<file path="src/rtl/jump_resolve_pkg.sv">
// Shared definitions for the jump resolve unit: default sizes and the
// layout of one writeback buffer entry.
package jump_resolve_pkg;

  localparam int DEFAULT_DEPTH = 2;
  localparam int DEFAULT_CNT_W = 16;

  // One pending link-register writeback: destination and value.
  typedef struct packed {
    logic [4:0]  rd;
    logic [31:0] data;
  } wb_entry_t;

endpackage

</file>
<file path="src/rtl/jump_resolve_if.sv">
// Bundle of jump FU result inputs, writeback handshake and status outputs.
// The master side drives results and wb_ready; the slave side is the unit.
interface jump_resolve_if
  import jump_resolve_pkg::*;
#(
  parameter int CNT_W = DEFAULT_CNT_W
);

  logic             finish;
  logic             is_branch;
  logic             cmp_res;
  logic [31:0]      PC_jump;
  logic [31:0]      PC_wb;
  logic [4:0]       rd;
  logic             wb_ready;

  logic             redirect_valid;
  logic [31:0]      redirect_PC;
  logic             wb_valid;
  logic [4:0]       wb_rd;
  logic [31:0]      wb_data;
  logic             busy;
  logic             overflow;
  logic [CNT_W-1:0] br_total;
  logic [CNT_W-1:0] br_taken;

  modport master (
    output finish, is_branch, cmp_res, PC_jump, PC_wb, rd, wb_ready,
    input  redirect_valid, redirect_PC, wb_valid, wb_rd, wb_data,
           busy, overflow, br_total, br_taken
  );

  modport slave (
    input  finish, is_branch, cmp_res, PC_jump, PC_wb, rd, wb_ready,
    output redirect_valid, redirect_PC, wb_valid, wb_rd, wb_data,
           busy, overflow, br_total, br_taken
  );

endinterface

</file>
<file path="src/rtl/jump_resolve_wb_fifo.sv">
// Writeback buffer for link values. Storage is reset so the head reads zero
// after reset. A push while full is accepted only if the head pops on the
// same edge; the caller detects the dropped case itself.
module jr_wb_fifo
  import jump_resolve_pkg::*;
#(
  parameter int DEPTH = DEFAULT_DEPTH
) (
  input  logic                       clk,
  input  logic                       rst,
  input  logic                       push,
  input  wb_entry_t                  wr_entry,
  input  logic                       pop,
  output wb_entry_t                  head,
  output logic                       full,
  output logic                       empty,
  output logic [$clog2(DEPTH+1)-1:0] count
);

  localparam int PW = $clog2(DEPTH);
  localparam int CW = $clog2(DEPTH + 1);

  wb_entry_t       mem [DEPTH];
  logic [PW-1:0]   wr_ptr;
  logic [PW-1:0]   rd_ptr;
  logic            do_pop;
  logic            do_push;

  assign do_pop  = pop & ~empty;
  assign do_push = push & (~full | do_pop);

  // Pointer, occupancy and storage update; power-of-two depth wraps pointers.
  always_ff @(posedge clk or posedge rst) begin
    if (rst) begin
      wr_ptr <= '0;
      rd_ptr <= '0;
      count  <= '0;
      for (int i = 0; i < DEPTH; i++) begin
        mem[i] <= '0;
      end
    end else begin
      if (do_push) begin
        mem[wr_ptr] <= wr_entry;
        wr_ptr      <= wr_ptr + PW'(1);
      end
      if (do_pop) begin
        rd_ptr <= rd_ptr + PW'(1);
      end
      case ({do_push, do_pop})
        2'b10:   count <= count + CW'(1);
        2'b01:   count <= count - CW'(1);
        default: count <= count;
      endcase
    end
  end

  assign head  = mem[rd_ptr];
  assign full  = (count == CW'(DEPTH));
  assign empty = (count == '0);

endmodule

</file>
<file path="src/rtl/jump_resolve.sv">
// Resolves jump FU results: issues a registered fetch redirect for taken
// jumps, queues link-register writebacks, and keeps branch statistics.
module jump_resolve
  import jump_resolve_pkg::*;
#(
  parameter int DEPTH = DEFAULT_DEPTH,
  parameter int CNT_W = DEFAULT_CNT_W
) (
  input logic          clk,
  input logic          rst,
  jump_resolve_if.slave bus
);

  localparam int CW = $clog2(DEPTH + 1);

  logic             taken;
  logic             push;
  logic             pop;
  logic             drop;
  wb_entry_t        wr_entry;
  wb_entry_t        head;
  logic             full;
  logic             empty;
  logic [CW-1:0]    count;

  logic             redirect_valid_q;
  logic [31:0]      redirect_pc_q;
  logic             overflow_q;
  logic [CNT_W-1:0] br_total_q;
  logic [CNT_W-1:0] br_taken_q;

  assign taken    = bus.finish & (~bus.is_branch | bus.cmp_res);
  assign push     = bus.finish & ~bus.is_branch & (bus.rd != 5'd0);
  assign pop      = ~empty & bus.wb_ready;
  assign drop     = push & full & ~pop;
  assign wr_entry = '{rd: bus.rd, data: bus.PC_wb};

  jr_wb_fifo #(
    .DEPTH (DEPTH)
  ) u_wb_fifo (
    .clk      (clk),
    .rst      (rst),
    .push     (push),
    .wr_entry (wr_entry),
    .pop      (pop),
    .head     (head),
    .full     (full),
    .empty    (empty),
    .count    (count)
  );

  // One-cycle redirect pulse; the target is held between redirects.
  always_ff @(posedge clk or posedge rst) begin
    if (rst) begin
      redirect_valid_q <= 1'b0;
      redirect_pc_q    <= '0;
    end else begin
      redirect_valid_q <= taken;
      if (taken) begin
        redirect_pc_q <= bus.PC_jump;
      end
    end
  end

  // Sticky overflow flag plus saturating branch counters.
  always_ff @(posedge clk or posedge rst) begin
    if (rst) begin
      overflow_q <= 1'b0;
      br_total_q <= '0;
      br_taken_q <= '0;
    end else begin
      if (drop) begin
        overflow_q <= 1'b1;
      end
      if (bus.finish && bus.is_branch) begin
        if (br_total_q != '1) begin
          br_total_q <= br_total_q + CNT_W'(1);
        end
        if (bus.cmp_res && (br_taken_q != '1)) begin
          br_taken_q <= br_taken_q + CNT_W'(1);
        end
      end
    end
  end

  assign bus.redirect_valid = redirect_valid_q;
  assign bus.redirect_PC    = redirect_pc_q;
  assign bus.wb_valid       = ~empty;
  assign bus.wb_rd          = head.rd;
  assign bus.wb_data        = head.data;
  assign bus.busy           = (count == CW'(DEPTH));
  assign bus.overflow       = overflow_q;
  assign bus.br_total       = br_total_q;
  assign bus.br_taken       = br_taken_q;

endmodule

</file>
<file path="src/flat_wrapper.sv">
// flat-port wrapper written by rule: the top's interface ports become plain ports
module jump_resolve_flat import jump_resolve_pkg::*;
#(
  parameter int DEPTH = DEFAULT_DEPTH,
  parameter int CNT_W = DEFAULT_CNT_W
)
  (clk, rst, bus_finish, bus_is_branch, bus_cmp_res, bus_PC_jump, bus_PC_wb, bus_rd, bus_wb_ready, bus_redirect_valid, bus_redirect_PC, bus_wb_valid, bus_wb_rd, bus_wb_data, bus_busy, bus_overflow, bus_br_total, bus_br_taken);
  jump_resolve_if #(.CNT_W(CNT_W)) bus_i ();
  input logic clk;
  input logic rst;
  input wire logic [$bits(bus_i.finish)-1:0] bus_finish;
  input wire logic [$bits(bus_i.is_branch)-1:0] bus_is_branch;
  input wire logic [$bits(bus_i.cmp_res)-1:0] bus_cmp_res;
  input wire logic [$bits(bus_i.PC_jump)-1:0] bus_PC_jump;
  input wire logic [$bits(bus_i.PC_wb)-1:0] bus_PC_wb;
  input wire logic [$bits(bus_i.rd)-1:0] bus_rd;
  input wire logic [$bits(bus_i.wb_ready)-1:0] bus_wb_ready;
  output wire logic [$bits(bus_i.redirect_valid)-1:0] bus_redirect_valid;
  output wire logic [$bits(bus_i.redirect_PC)-1:0] bus_redirect_PC;
  output wire logic [$bits(bus_i.wb_valid)-1:0] bus_wb_valid;
  output wire logic [$bits(bus_i.wb_rd)-1:0] bus_wb_rd;
  output wire logic [$bits(bus_i.wb_data)-1:0] bus_wb_data;
  output wire logic [$bits(bus_i.busy)-1:0] bus_busy;
  output wire logic [$bits(bus_i.overflow)-1:0] bus_overflow;
  output wire logic [$bits(bus_i.br_total)-1:0] bus_br_total;
  output wire logic [$bits(bus_i.br_taken)-1:0] bus_br_taken;
  assign bus_i.finish = bus_finish;
  assign bus_i.is_branch = bus_is_branch;
  assign bus_i.cmp_res = bus_cmp_res;
  assign bus_i.PC_jump = bus_PC_jump;
  assign bus_i.PC_wb = bus_PC_wb;
  assign bus_i.rd = bus_rd;
  assign bus_i.wb_ready = bus_wb_ready;
  assign bus_redirect_valid = bus_i.redirect_valid;
  assign bus_redirect_PC = bus_i.redirect_PC;
  assign bus_wb_valid = bus_i.wb_valid;
  assign bus_wb_rd = bus_i.wb_rd;
  assign bus_wb_data = bus_i.wb_data;
  assign bus_busy = bus_i.busy;
  assign bus_overflow = bus_i.overflow;
  assign bus_br_total = bus_i.br_total;
  assign bus_br_taken = bus_i.br_taken;
  jump_resolve #(.DEPTH(DEPTH), .CNT_W(CNT_W)) u_core (.clk(clk), .rst(rst), .bus(bus_i));
endmodule
</file>
<file path="config.mk">
export PLATFORM = sky130hd
export DESIGN_NAME = jump_resolve_flat
export DESIGN_NICKNAME = d
export VERILOG_FILES = /design/src/rtl/jump_resolve_pkg.sv /design/src/rtl/jump_resolve_if.sv /design/src/rtl/jump_resolve_wb_fifo.sv /design/src/rtl/jump_resolve.sv /design/src/flat_wrapper.sv
export SDC_FILE = /design/constraint.sdc
export NUM_CORES = 1
export LEC_CHECK = 0
export CORE_MARGIN = 2
export CORE_UTILIZATION = 52
export DETAILED_ROUTE_END_ITERATION = 8
export MAX_ROUTING_LAYER = met4
export PLACE_DENSITY = 0.92
export SLEW_MARGIN = 20
export SYNTH_ARGS = -nofsm -noshare
export SYNTH_HDL_FRONTEND = slang
export SYNTH_SLANG_ARGS = --single-unit
</file>
<file path="constraint.sdc">
create_clock -name clk -period 12 [get_ports clk]
set_input_delay 3 -clock clk [delete_from_list [all_inputs] [get_ports clk]]
set_output_delay 3 -clock clk [all_outputs]
set_load 0.02 [all_outputs]
</file>
# Yosys cells after proc, flatten, opt, wreduce, memory -nomap -nowiden
# Index checks and enable logic that the tools add are counted.
dict set report op_classes {
  addsub 6
  magnitude_cmp 3
  n_eq_ne 5
  muxes 7
  bitwise 16
  reduce_logical 8
}
# operator count
set op_table {}
lappend op_table {{2-to-1 mux 37 bit} 4}
lappend op_table {{bitwise mux 74 bit} 1}
lappend op_table {{demux 37 bit (select 1 bit)} 1}
lappend op_table {{adder 16 x 1 -> 16 bit (second input constant)} 2}
lappend op_table {{!= test 16 bit (second input constant)} 2}
lappend op_table {{AND 1 bit} 8}
lappend op_table {{nonzero test 5 bit} 1}
lappend op_table {{equality test 2 bit (second input constant)} 2}
lappend op_table {{>= comparator 2 bit (second input constant)} 2}
lappend op_table {{inverter 1 bit} 4}
lappend op_table {{inverter 1 -> 2 bit} 2}
lappend op_table {{case mux 2 bit (2 select lines)} 1}
lappend op_table {{AND reduction 2 bit} 2}
lappend op_table {{logical AND 1 bit} 3}
lappend op_table {{adder 1 bit (second input constant)} 2}
lappend op_table {{adder 2 x 1 -> 2 bit (second input constant)} 1}
lappend op_table {{equality test 2 x 1 -> 1 bit (second input constant)} 1}
lappend op_table {{logical NOT 2 bit} 1}
lappend op_table {{less-than comparator 2 x 1 -> 1 bit (second input constant)} 1}
lappend op_table {{bitwise OR 1 bit} 2}
lappend op_table {{nonzero test 2 bit} 1}
lappend op_table {{subtractor 2 x 1 -> 2 bit (second input constant)} 1}
dict set report totals {
  reg_bits 144
  in_bits 75
  out_inout_bits 105
}

# Depth between registers and ports, before layout
dict set report logic_depth {
  word_depth 8
  ltp_mapped 6
}

# By module
# From an unflattened synthesis, not the netlist that was laid out.
dict set report hier_totals {
  hier_cells 446
  area_unflattened_um2 6412.4
}
# mod n_inst cells_per_inst area_per_inst_um2 seq_area_each_um2
set modules_own_cells {}
lappend modules_own_cells {jr_wb_fifo 1 223 3558.4 1951.9}
lappend modules_own_cells {jump_resolve 1 223 2854.0 1651.6}

# Least setup slack after synthesis
# No wires, ideal clock.
dict set report synth_path {
  path_kind {input -> register}
  from {input bus_rd[1]}
  to {register u_core.u_wb_fifo.mem[0] in the netlist's numbering}
  t_arrival_ns 4.433
  path_slack_ns 7.439
  cell_stages 6
  path_buffers 2
  path_cell_list {or4_4 -> o21a_1 -> nand3b_1 -> buf_6 -> buf_8 -> mux2_1}
}
dict set report synth_between {
  elab_chain_cells 3
}
# item line
set synth_lines {}
lappend synth_lines {{start: declaration} flat_wrapper.sv:16} ;# input wire logic [$bits(bus_i.rd)-1:0] bus_rd;
lappend synth_lines {{nonzero test 5 bit} jump_resolve.sv:33} ;# assign push = bus.finish & ~bus.is_branch & (bus.rd != 5'd0);
lappend synth_lines {{AND 1 bit} jump_resolve.sv:33}
lappend synth_lines {{AND 1 bit} jump_resolve_wb_fifo.sv:30} ;# assign do_push = push & (~full | do_pop);
lappend synth_lines {{end signal: indexed assignment} jump_resolve_wb_fifo.sv:43} ;# mem[wr_ptr] <= wr_entry;
lappend synth_lines {{end: declaration} jump_resolve_wb_fifo.sv:23} ;# wb_entry_t mem [DEPTH];
# Every way passes these cells.
# A chain may end at the register's enable or synchronous reset.

# Worst setup path in the final report
dict set report layout_path {
  from {input bus_rd[1]}
  to {register u_core.u_wb_fifo.mem[15] in the netlist's numbering}
}
# Same word-level chain as after synthesis.

==> results.sh <==
export IMPL_final_cell_mix="179 x clkdlybuf4s50_1, 143 x dfrtp_1, 91 x mux2_2"
export IMPL_p_seq_share_pct=37.2
export IMPL_yosys_area_top_type="dfrtp_1"
export IMPL_power_mw=1.951
export IMPL_final_cell_count_no_fill=788
export IMPL_setup_violations_final=0
export IMPL_final_common_cell="clkdlybuf4s50_1"
export IMPL_status="finished clean"
export IMPL_antenna_found_initial=0
export IMPL_combPwrFrac_pct=35.2
export IMPL_start_util_pct=53.00
export IMPL_crit_buf_inv=2
export IMPL_dr_total_vias=4275
export IMPL_numCtsBuffers=17
export IMPL_crit_fanout=20
export IMPL_synthSimpleGateAreaFrac_pct=6.797
export IMPL_place_congestion=0.8686
export IMPL_fin_crit_sh_pct=46.40
export IMPL_grt_use_total_pct=23.92
export IMPL_drtPass1Iterations=4
export IMPL_wire_per_inst_microns=18.33
export IMPL_cts_buffer_depth=2
export IMPL_synth_top_family_by_area="multiplexers"
export IMPL_finalSetupTns_ps=0
export IMPL_reg2reg_to="u_core.u_wb_fifo.mem[15]"
export IMPL_netlist_area_leader_share_pct=57.07
export IMPL_io_buffers=179
export IMPL_dp_cells=757
export IMPL_cts_hold_buf=0
export IMPL_core_sq_um=11910
export IMPL_rsz0062_at_grt="false"
export IMPL_synth_main_ff_cell="dfrtp_1"
export IMPL_yosysWarnings=0
export IMPL_synth_mux_area_share_pct=27.17
export IMPL_reg2reg_depth=5
export IMPL_via_per_inst=5.425
export IMPL_synth_fp_nets=520
export IMPL_place_ws_ps=5997
export IMPL_startpoint_type="input port"
export IMPL_drt_iter0_drc=206
export IMPL_synth_edf_count=0
export IMPL_clock_sink_count=144
export IMPL_p_sw_uw=592.6
export IMPL_critPathSlowestCell="nand3b_1"
export IMPL_drv_slew=0
export IMPL_intPower_mw=1.359
export IMPL_clk_pin_slew_worst_paths_ps=60
export IMPL_max_cap_violations=0
export IMPL_min_to="u_core.u_wb_fifo.mem[5]"
export IMPL_ant_nets=0
export IMPL_r2r_setup_slack_ps=9440
export IMPL_finalClockSkew_ps=7.502
export IMPL_hp_class="flop to flop"
export IMPL_cts_root_buffer="clkbuf_16"
export IMPL_ios=180
export IMPL_grt_pass1_vias=4635
export IMPL_synthCells=443
export IMPL_crit_chain="clkdlybuf4s50_1 -> or4_4 -> o21a_1 -> nand3b_1 -> buf_4 -> mux2_1"
export IMPL_worstHoldStart="u_core.u_wb_fifo.mem[5]"
export IMPL_cp_arrival_ps=5850
export IMPL_cts_htree_levels=4
export IMPL_nNetsFinal=706
export IMPL_cts_tree="done"
export IMPL_gr_total_overflow=0
export IMPL_max_vdd_ir_drop_mv=0.1023
export IMPL_synth_compound_area_share_pct=2.556
export IMPL_fin_crit_ps=5568
export IMPL_setup_ws_ps=6432
export IMPL_post_dp_hpwl_microns=9986
export IMPL_grt_pass1_wl_microns=23260
export IMPL_max_freq_ghz=0.1796
export IMPL_n_antenna_cell=0
export IMPL_max_slew_margin_pct=33.75
export IMPL_path_delay_family="simple AND/OR/NAND/NOR gates"
export IMPL_finalHoldViolations=0
export IMPL_critical_path_max_stage_delay_ps=750
export IMPL_crit_type="input port to flop"
export IMPL_p_leak_nw=3.733
export IMPL_pwr_share_clk_pct=27.6
export IMPL_hold_path_cell_count=1
export IMPL_insertion_delay_ps=410
export IMPL_drive_above_1_share_pct=23.24
export IMPL_crit_required_ps=12290
export IMPL_die_w_microns=114.2
export IMPL_dieArea_sq_um=13040
export IMPL_synth_xor_area_share_pct=3.607
export IMPL_synth_fa_ha_area_share_pct=0.3964
export IMPL_tightest_slew_ps=990.7
export IMPL_syn_to_final_growth_pct=39.79
export IMPL_grt_start_max_net_pins=87
export IMPL_worstSetupEndpointType="flop"
export IMPL_pwr_density_cell_nw_per_um2=221.1
export IMPL_synth_area_leaders="dfrtp_1 57%, mux2_2 16%, mux2_1 6.4%"
export IMPL_rows=40
export IMPL_r2r_start="u_core.u_wb_fifo.count[1]"
export IMPL_post_cts_resized=0
export IMPL_avgSynthCellArea_sq_um=14.25
export IMPL_async_flop_share_pct=100.0
export IMPL_drc=0
export IMPL_yosysUniqueCellTypes=37
export IMPL_syn_area_sq_um=6314
export IMPL_routed_wl_microns=14440
export IMPL_final_util_pct=74.10
export IMPL_die_h_microns=114.2
export IMPL_cts_setup_buffers=0
export IMPL_synth_seq_cells=144
export IMPL_swShare_pct=30.37
export IMPL_yosysSeqAreaShare_pct=57.07
-- per-layer routing --
| metal | share of wire [%] | global-route usage (%) |
|---|---|---|
| met5 | 0 | - |
| met4 | 1.4 | 7.642 |
| met3 | 6.3 | 7.835 |
| met2 | 49 | 37.50 |
| met1 | 43 | 29.68 |
-- worst max-delay path by stage --
stage | cells after the start | endpoint | from | slack [ps]
6_report | 6 | u_core.u_wb_fifo.mem[15] | bus_rd[1] | 6430
3_3_place_gp | 6 | u_core.u_wb_fifo.mem[12] | bus_rd[1] | 6050
5_1_grt | 6 | u_core.u_wb_fifo.mem[15] | bus_rd[1] | 6290
2_1_floorplan | 1 | u_core.bus.br_taken[0] | rst | 5130
3_5_place_dp | 6 | u_core.u_wb_fifo.mem[25] | bus_rd[1] | 6000
4_1_cts | 6 | u_core.u_wb_fifo.mem[15] | bus_rd[1] | 6420
-- area by class of cell --
type	count	area, sq um
clock buffers	26	509.2
clock inverters	5	100.1
fillers	792	3085
inverters	6	27.53
multi-input cells	276	2567
flip-flops and latches	144	3605
well taps	147	183.9
repair buffers	184	1833
-- Yosys cell counts (7+ instances only) --
| library cell | n |
|---|---|
| a21oi_1 | 8 |
| clkbuf_1 | 9 |
| mux2_2 | 91 |
| nand4_1 | 12 |
| and3_1 | 11 |
| nand2_1 | 9 |
| xnor2_1 | 21 |
| nor2_1 | 7 |
| mux2_1 | 36 |
| mux2_4 | 19 |
| nand3_1 | 10 |
| dfrtp_1 | 144 |
-- stage by stage --
stage	hold slack [ps]	instance area, sq um
global route	501.8	8826
global placement	467.5	8213
finish	483.3	8826
CTS	488.2	8822
floorplan	458.5	6314
detailed placement	475.3	8213
-- power groups by stage --
stage                     sequential (mW)  combinational (mW)  clock (mW)
final                               0.726               0.686       0.539
after global routing                0.746               0.724       0.568
after CTS                           0.726               0.695       0.548
after detailed placement            0.732               0.688           0
after global placement              0.717               0.673           0
after floorplan                     0.721               0.385           0
-- worst reg2reg max path, cell delays in order, from the launching register on --
cell and delay (ps):
dfrtp_1 410, nor2b_1 170, and2_1 200, nand3b_1 760, buf_4 530, mux2_1 370
-- flip-flops by register name, summed over array words and instances, names as in the netlist --
signal,count
u_core.bus.redirect_valid,1
u_core.u_wb_fifo.wr_ptr,1
u_core.bus.overflow,1
u_core.u_wb_fifo.count,2
u_core.u_wb_fifo.rd_ptr,1
u_core.bus.br_total,16
u_core.u_wb_fifo.mem,74
u_core.bus.redirect_PC,32
u_core.bus.br_taken,16
-- cell families after synthesis --
| group | after synthesis |
|---|---|
| simple gates | 76 |
| mux | 146 |
| buf+inv | 23 |
| xor+xnor | 26 |
| compound gates | 26 |
| flops | 144 |
| fa+ha+maj | 2 |
No activity file was read; power rests on OpenSTA's default activity.
